### src/rtl/seg_result_display.sv
// Result display stage: double-dabble BCD conversion of a signed 8-bit magnitude and a
// 4-digit multiplexed common-anode 7-segment scan. Define LEADING_ZERO_BLANK_EN to blank leading zeros.
module seg_result_display #(
    parameter int unsigned DIV_BITS = 16
) (
    input  logic       clk,
    input  logic       rst,
    input  logic [7:0] value,
    input  logic       sign,
    input  logic       load,
    output logic       busy,
    output logic       signout,
    output logic [6:0] wordout,
    output logic [3:0] segout
);

    localparam logic [1:0] IDLE   = 2'd0;
    localparam logic [1:0] CONV   = 2'd1;
    localparam logic [1:0] COMMIT = 2'd2;

    localparam logic [6:0] GLYPH_BLANK = 7'b1111111;
    localparam logic [6:0] GLYPH_MINUS = 7'b0111111;

    logic [1:0]          state_q, state_d;
    logic [7:0]          shift_q, shift_d;
    logic [11:0]         bcd_q, bcd_d;
    logic [2:0]          cnt_q, cnt_d;
    logic                sign_pend_q, sign_pend_d;
    logic [3:0]          hund_q, hund_d;
    logic [3:0]          tens_q, tens_d;
    logic [3:0]          units_q, units_d;
    logic                signout_q, signout_d;
    logic [DIV_BITS-1:0] presc_q, presc_d;
    logic [1:0]          scan_q, scan_d;
    logic [11:0]         adj_c;

    function automatic logic [6:0] seg7(input logic [3:0] d);
        logic [6:0] g;
        case (d)
            4'd0:    g = 7'b1000000;
            4'd1:    g = 7'b1111001;
            4'd2:    g = 7'b0100100;
            4'd3:    g = 7'b0110000;
            4'd4:    g = 7'b0011001;
            4'd5:    g = 7'b0010010;
            4'd6:    g = 7'b0000010;
            4'd7:    g = 7'b1111000;
            4'd8:    g = 7'b0000000;
            4'd9:    g = 7'b0010000;
            default: g = GLYPH_BLANK;
        endcase
        return g;
    endfunction

    always_ff @(posedge clk or posedge rst) begin
        if (rst) begin
            state_q     <= IDLE;
            shift_q     <= '0;
            bcd_q       <= '0;
            cnt_q       <= '0;
            sign_pend_q <= 1'b0;
            hund_q      <= '0;
            tens_q      <= '0;
            units_q     <= '0;
            signout_q   <= 1'b0;
            presc_q     <= '0;
            scan_q      <= '0;
        end else begin
            state_q     <= state_d;
            shift_q     <= shift_d;
            bcd_q       <= bcd_d;
            cnt_q       <= cnt_d;
            sign_pend_q <= sign_pend_d;
            hund_q      <= hund_d;
            tens_q      <= tens_d;
            units_q     <= units_d;
            signout_q   <= signout_d;
            presc_q     <= presc_d;
            scan_q      <= scan_d;
        end
    end

    // Converter FSM: one add-3/shift iteration per cycle, display regs only touched on commit
    always_comb begin
        state_d     = state_q;
        shift_d     = shift_q;
        bcd_d       = bcd_q;
        cnt_d       = cnt_q;
        sign_pend_d = sign_pend_q;
        hund_d      = hund_q;
        tens_d      = tens_q;
        units_d     = units_q;
        signout_d   = signout_q;

        adj_c[3:0]  = (bcd_q[3:0]  >= 4'd5) ? bcd_q[3:0]  + 4'd3 : bcd_q[3:0];
        adj_c[7:4]  = (bcd_q[7:4]  >= 4'd5) ? bcd_q[7:4]  + 4'd3 : bcd_q[7:4];
        adj_c[11:8] = (bcd_q[11:8] >= 4'd5) ? bcd_q[11:8] + 4'd3 : bcd_q[11:8];

        case (state_q)
            IDLE: begin
                if (load) begin
                    shift_d     = value;
                    sign_pend_d = sign;
                    bcd_d       = '0;
                    cnt_d       = '0;
                    state_d     = CONV;
                end
            end
            CONV: begin
                {bcd_d, shift_d} = {adj_c, shift_q} << 1;
                cnt_d = cnt_q + 3'd1;
                if (cnt_q == 3'd7) begin
                    state_d = COMMIT;
                end
            end
            COMMIT: begin
                hund_d    = bcd_q[11:8];
                tens_d    = bcd_q[7:4];
                units_d   = bcd_q[3:0];
                signout_d = sign_pend_q;
                state_d   = IDLE;
            end
            default: state_d = IDLE;
        endcase
    end

    // Free-running scan prescaler, independent of the converter
    always_comb begin
        presc_d = presc_q + DIV_BITS'(1);
        scan_d  = (&presc_q) ? scan_q + 2'd1 : scan_q;
    end

    always_comb begin
        segout  = 4'b1110;
        wordout = GLYPH_BLANK;
        case (scan_q)
            2'd0: begin
                segout  = 4'b1110;
                wordout = signout_q ? GLYPH_MINUS : GLYPH_BLANK;
            end
            2'd1: begin
                segout  = 4'b1101;
                wordout = seg7(hund_q);
`ifdef LEADING_ZERO_BLANK_EN
                if (hund_q == 4'd0) wordout = GLYPH_BLANK;
`endif
            end
            2'd2: begin
                segout  = 4'b1011;
                wordout = seg7(tens_q);
`ifdef LEADING_ZERO_BLANK_EN
                if (hund_q == 4'd0 && tens_q == 4'd0) wordout = GLYPH_BLANK;
`endif
            end
            default: begin
                segout  = 4'b0111;
                wordout = seg7(units_q);
            end
        endcase
    end

    assign busy    = (state_q != IDLE);
    assign signout = signout_q;

endmodule

### config.mk
export PLATFORM = sky130hd
export DESIGN_NAME = seg_result_display
export DESIGN_NICKNAME = d
export VERILOG_FILES = /design/src/rtl/seg_result_display.sv
export SDC_FILE = /design/constraint.sdc
export NUM_CORES = 1
export LEC_CHECK = 0
export CAP_MARGIN = 5
export CORE_MARGIN = 2
export CORE_UTILIZATION = 40
export CTS_CLUSTER_DIAMETER = 60
export DETAILED_ROUTE_END_ITERATION = 8
export GPL_ROUTABILITY_DRIVEN = 0
export GPL_TIMING_DRIVEN = 0
export PLACE_DENSITY = 0.65
export SLEW_MARGIN = 20
export SYNTH_ARGS = -nofsm -noshare
export SYNTH_HDL_FRONTEND = slang
export SYNTH_SLANG_ARGS = --single-unit
### constraint.sdc
create_clock -name clk -period 1.78 [get_ports clk]
set_clock_uncertainty 0.1 [all_clocks]
set_input_delay 0.356 -clock clk [delete_from_list [all_inputs] [get_ports clk]]
set_output_delay 0.356 -clock clk [all_outputs]
set_load 0.01 [all_outputs]
# Word-level counts from Yosys, hierarchy flattened
# Memory sizes are Yosys's and may differ from the RTL's.
# Index checks and enable logic that the tools add are counted.
[totals]
regBits = 57
romBits = 336
mem_count = 3
output_inout_bits = 13
[classes]
muxes = 15
order_cmp = 3
n_eq_ne = 7
n_reduce_logical = 8
n_addsub = 6
[memory_table]
columns = ["memory", "depth", "width", "read_ports", "rd_clocked_by_memory_dff", "write_ports", "line_no", "source"]
rows = [
  ["(name not given)", 16, 7, 1, 0, 0, "39", "case (d)"],
  ["(name not given)", 16, 7, 1, 0, 0, "39", ""],
  ["(name not given)", 16, 7, 1, 0, 0, "39", ""],
]
[ops]
columns = ["operator", "count"]
rows = [
  ["12-bit case mux with 2 select lines", 1],
  ["7-bit case mux with 3 select lines", 1],
  ["16-bit by 1-bit adder with 16-bit output, second input constant", 1],
  ["8-bit case mux with 2 select lines", 1],
  ["16-bit AND reduction", 1],
  ["4-bit by 3-bit >= comparator with 1-bit output, second input constant", 3],
  ["12-bit two-way mux", 1],
  ["4-bit case mux with 3 select lines", 1],
  ["4-bit by 2-bit adder with 4-bit output, second input constant", 2],
  ["4-bit two-way mux", 2],
  ["8-bit two-way mux", 1],
  ["7-bit two-way mux", 1],
  ["3-bit two-way mux", 2],
  ["3-bit case mux with 2 select lines", 1],
  ["2-bit AND reduction", 3],
  ["2-bit by 1-bit == test with 1-bit output, second input constant", 2],
  ["2-bit == test, second input constant", 2],
  ["2-bit logical NOT", 2],
  ["2-bit two-way mux", 2],
  ["2-bit != test, second input constant", 2],
  ["2-bit case mux with 2 select lines", 1],
  ["2-bit nonzero test", 2],
  ["3-bit by 1-bit adder with 3-bit output, second input constant", 1],
  ["3-bit by 2-bit adder with 3-bit output, second input constant", 1],
  ["2 further kinds", 2],
]

# Depth between registers and ports, before layout
[logic_depth]
ltp_word = 3
depth_mapped = 6

# Worst setup path after synthesis
# No wires, ideal clock.
[synth_timing]
path_kind = "reg-to-output"
from = "register scan_q[0]"
to = "output port wordout[3]"
path_slack_ps = -89
n_path_buf = 0
path_stages_with_launch = 5
t_arrival_ps = 1413
path_cell_list = "dfrtp_1 inv_1 ha_1 or2_2 o32a_1"
[synth_between]
elab_chain_cells = 2
[synth_rtl]
columns = ["element", "line_no", "source"]
rows = [
  ["start, declared", "34", "logic [1:0] scan_q, scan_d;"],
  ["start signal, assigned", "79", "scan_q <= scan_d;"],
  ["2-bit == test (tied with other cells)", "136", "case (scan_q)"],
  ["7-bit case mux with 3 select lines *", "136", ""],
  ["end, declared", "13", "output logic [6:0] wordout,"],
]
# Mark *: on every way between the ends. The rest lies on a longest branch, timed or not.

# Final worst setup path
[layout_timing]
from = "register hund_q[1]"
to = "output port wordout[3]"
[layout_between]
elab_chain_cells = 2
[layout_rtl]
columns = ["element", "line_no", "source"]
rows = [
  ["start, declared", "29", "logic [3:0] hund_q, hund_d;"],
  ["start signal, assigned", "74", "hund_q <= hund_d;"],
  ["memory read 16 x 7 bit", "n/a", ""],
  ["7-bit case mux with 3 select lines", "136", ""],
]
# Every way passes these cells.

==> flow_summary.yaml <==
critical_path:
  crit_arrival_ns: 1.83
  cp-start-kind: "flip-flop"
  r2r_start: "bcd_q[4]$_DFFE_PP0P_"
  worstPathRequired_ns: 1.32
  critical_path.max_fanout: 4
  crit_chain: "inv_4 > ha_4 > nand2_4 > o21ai_1 > a21oi_1 > o32a_1 > buf_2"
  slowest_stage: "dfrtp_2"
  worst-r2r-setup-slack_ns: 0.16
  crit_start: "hund_q[1]$_DFFE_PP0N_"
  slowest_delay_ns: 0.43
  end_kind: "primary output"
  path_class: "reg2out"
floorplanning:
  core_area_um2: 8258
  pin_count: 25
  start_util: 0.4135
  die_h_um: 96.39
  die_x_um: 96.39
  fp-row-count: 33
  dieArea_um2: 9291
logic_synthesis:
  synthAdderAreaFrac: 0.1209
  synth_compound_gate_area_share: 0.1576
  synth_edf_count: 0
  synth_xor_area_frac: 0.04874
  synth.distinct_cells: 44
  ys.flop_type: "dfrtp_1"
  synth.avg_cell_area_um2: 9.700
  yosys.area_share.simple: 0.1601
  synth_top_family_by_area: "simple AND/OR/NAND/NOR gates"
  syn-cell-area_um2: 3415
  syn-instance-count: 352
  synth_warnings: 0
  synth-seq-cells: 57
  async_flop_share: 1.000
  syn-num-nets: 397
  ys_seq_area_frac: 0.4177
  synth_mux_area_frac: 0.04910
pwr:
  power_density_nw_per_um2: 1348
  p_leak_nw: 1.947
  p_total_mw: 6.053
  ir_drop_v: 0.0006338
route:
  num_vias: 2637
  detail_route.wl_per_cell_um: 13.87
  routed_wl_mm: 7.213
  drc_errors: 0
  avgViaCountPerCell: 5.071
  drt.antenna.violating_nets: 0
  dr.pass1.iters: 4
  drt_iter0_drc: 112
sta:
  setup_tns_ns: -2.904
  holdWs_ns: 0.3229
  tightest_slew_ns: 0.5472
  finalHoldViolations: 0
  fin_crit_ns: 2.290
  max_slew_margin: 0.6344
  post-route-period-util: 1.286
  slew_violations: 0
  rsz0062_at_grt: "yes"
  setup_viol: 7
  fmax_ghz: 0.4367
  setup_ws_ns: -0.5097
global_route:
  gr-usage-all-layers: 0.1606
  grt_max_degree: 35
  grt_pass1_vias: 2570
  antenna_found_initial: 0
  grt_pass1_wl_mm: 11.55
  gr-total-overflow: 0
clock_tree:
  cts_num_sinks: 57
  holdBufCountCts: 0
  clkLatencyLatePin_ns: 0.33
  cts_made_buffers: 9
  clockRootBuffer: "clkbuf_8"
  clkTransAtPathRegs_ns: 0.06
  clk_path_buf_depth: 2
  htree_num_levels: 3
  cts_tree: "built"
place:
  hpwl_mm: 4.616
  io_buffers: 23
status:
  failed_checks: "setup timing"
  outcome: "complete, but fails checks"
final_layout:
  area_delta_synth_final_pct: 31.51
  num_antenna_cells: 0
  nets: 455
  drive_above_1_share: 0.3205
worst_hold_path:
  hold_class: "in2async"
job:
  drv_cap: 0
## critical path: cells and delay by family, from the launching register on
| kind | cells | cell delay, ns |
|---|---|---|
| buffers and inverters | 2 | 0.22 |
| AOI/OAI and AO/OA | 3 | 0.53 |
| DFF | 1 | 0.43 |
| and+or+nand+nor | 1 | 0.05 |
| adders and majority gates | 1 | 0.29 |
## metal layers
layer  global-route usage  wire, um
met2               0.2720      3503
met5                    0         0
met3              0.02172       222
met1               0.2039      3309
met4              0.07394       177
## registers in the layout (all words and copies together) (netlist names)
| signal | cells |
|---|---|
| cnt_q | 3 |
| hund_q | 4 |
| shift_q | 8 |
| presc_q | 16 |
| scan_q | 2 |
| sign_pend_q | 1 |
| bcd_q | 12 |
| signout | 1 |
| tens_q | 4 |
| state_q | 2 |
| units_q | 4 |
## synthesized netlist by cell type (2+ instances only)
| master | count | area share |
|---|---|---|
| dfrtp_1 | 57 | 0.42 |
| nand2_1 | 39 | 0.043 |
| o21ai_0 | 34 | 0.050 |
| ha_1 | 33 | 0.12 |
| inv_1 | 24 | 0.026 |
| a21oi_1 | 20 | 0.029 |
| xnor2_1 | 16 | 0.041 |
| nand2b_1 | 15 | 0.027 |
| clkbuf_1 | 10 | 0.011 |
| mux2_2 | 10 | 0.033 |
| nor2_1 | 9 | 0.0099 |
| nand3_1 | 8 | 0.012 |
| a22o_1 | 6 | 0.015 |
| and3b_1 | 6 | 0.015 |
| buf_2 | 5 | 0.0073 |
| nor2b_1 | 5 | 0.0092 |
| a22oi_1 | 4 | 0.0088 |
| mux2i_1 | 4 | 0.012 |
| nor3_1 | 4 | 0.0059 |
| o22ai_1 | 4 | 0.0073 |
| a32oi_1 | 3 | 0.0077 |
| and2_1 | 3 | 0.0055 |
| nand4_1 | 3 | 0.0055 |
| xor2_1 | 3 | 0.0077 |
| and3_1 | 2 | 0.0037 |
| and4_4 | 2 | 0.0066 |
| nor3b_1 | 2 | 0.0044 |
| o211ai_1 | 2 | 0.0044 |
| o22a_1 | 2 | 0.0051 |
| o31ai_2 | 2 | 0.0073 |
| or2_2 | 2 | 0.0037 |
## stage by stage
stage | worst slack, ns | std cells | util | instance area [um2]
floorplan | -0.06412 | 352 | - | 3423
CTS | -0.4671 | 516 | 0.5088 | 4202
detailed placement | -0.6063 | 481 | 0.4608 | 3805
global placement | -0.5785 | 480 | 0.4583 | 3785
finish | -0.5097 | 520 | 0.5438 | 4491
global route | -0.5461 | 520 | 0.5438 | 4491
## final timing paths
check	endpoint	depth (start not counted)
max	wordout[3]	7
min	presc_q[4]$_DFF_PP0_	2
max reg2reg	bcd_q[6]$_DFFE_PP0P_	6
min reg2reg	presc_q[14]$_DFF_PP0_	1
max in group asynchronous	state_q[0]$_DFFE_PP0P_	3
min in group clk	presc_q[14]$_DFF_PP0_	1
## where the power goes
group / switching (mW) / total [mW] / internal [mW]
clock: 0.474 / 1.05 / 0.574
sequential: 0.371 / 2.04 / 1.67
combinational: 1.50 / 2.97 / 1.46
total: 2.35 / 6.05 / 3.70
## final cells by class
class,instances,area [um2]
Fill cell,748,3767
Multi-Input combinational cell,255,2128
Sequential cell,57,1438
Timing Repair Buffer,48,426.7
Clock buffer,13,158.9
Tap cell,105,131.4
Inverter,25,110.1
Buffer,14,82.58
Clock inverter,3,15.01
## logic make-up after synthesis
kind of cell | count (synthesis)
buffers and inverters | 40
DFF | 57
adders and majority gates | 33
xor gates and xnor gates | 19
AOI/OAI and AO/OA | 86
muxes | 15
and+or+nand+nor | 102
## placed cells by master, fill, tap and decap left out, drive strengths merged, types with 9 or more instances in the layout
| master | count |
|---|---|
| clkdlybuf4s50 | 10 |
| clkbuf | 22 |
| nor2 | 9 |
| inv | 24 |
| xnor2 | 16 |
| nand2b | 15 |
| o21ai | 34 |
| a21oi | 20 |
| buf | 41 |
| nand2 | 39 |
| mux2 | 11 |
| ha | 33 |
| dfrtp | 57 |
## what timing repair did
action / in CTS / in global routing
pin swaps: 12 / 25
buffers inserted: 20 / 4
gates resized for setup: 89 / 59
endpoints found under the setup margin: 12 / 12
(Power assumes the default switching activity.)
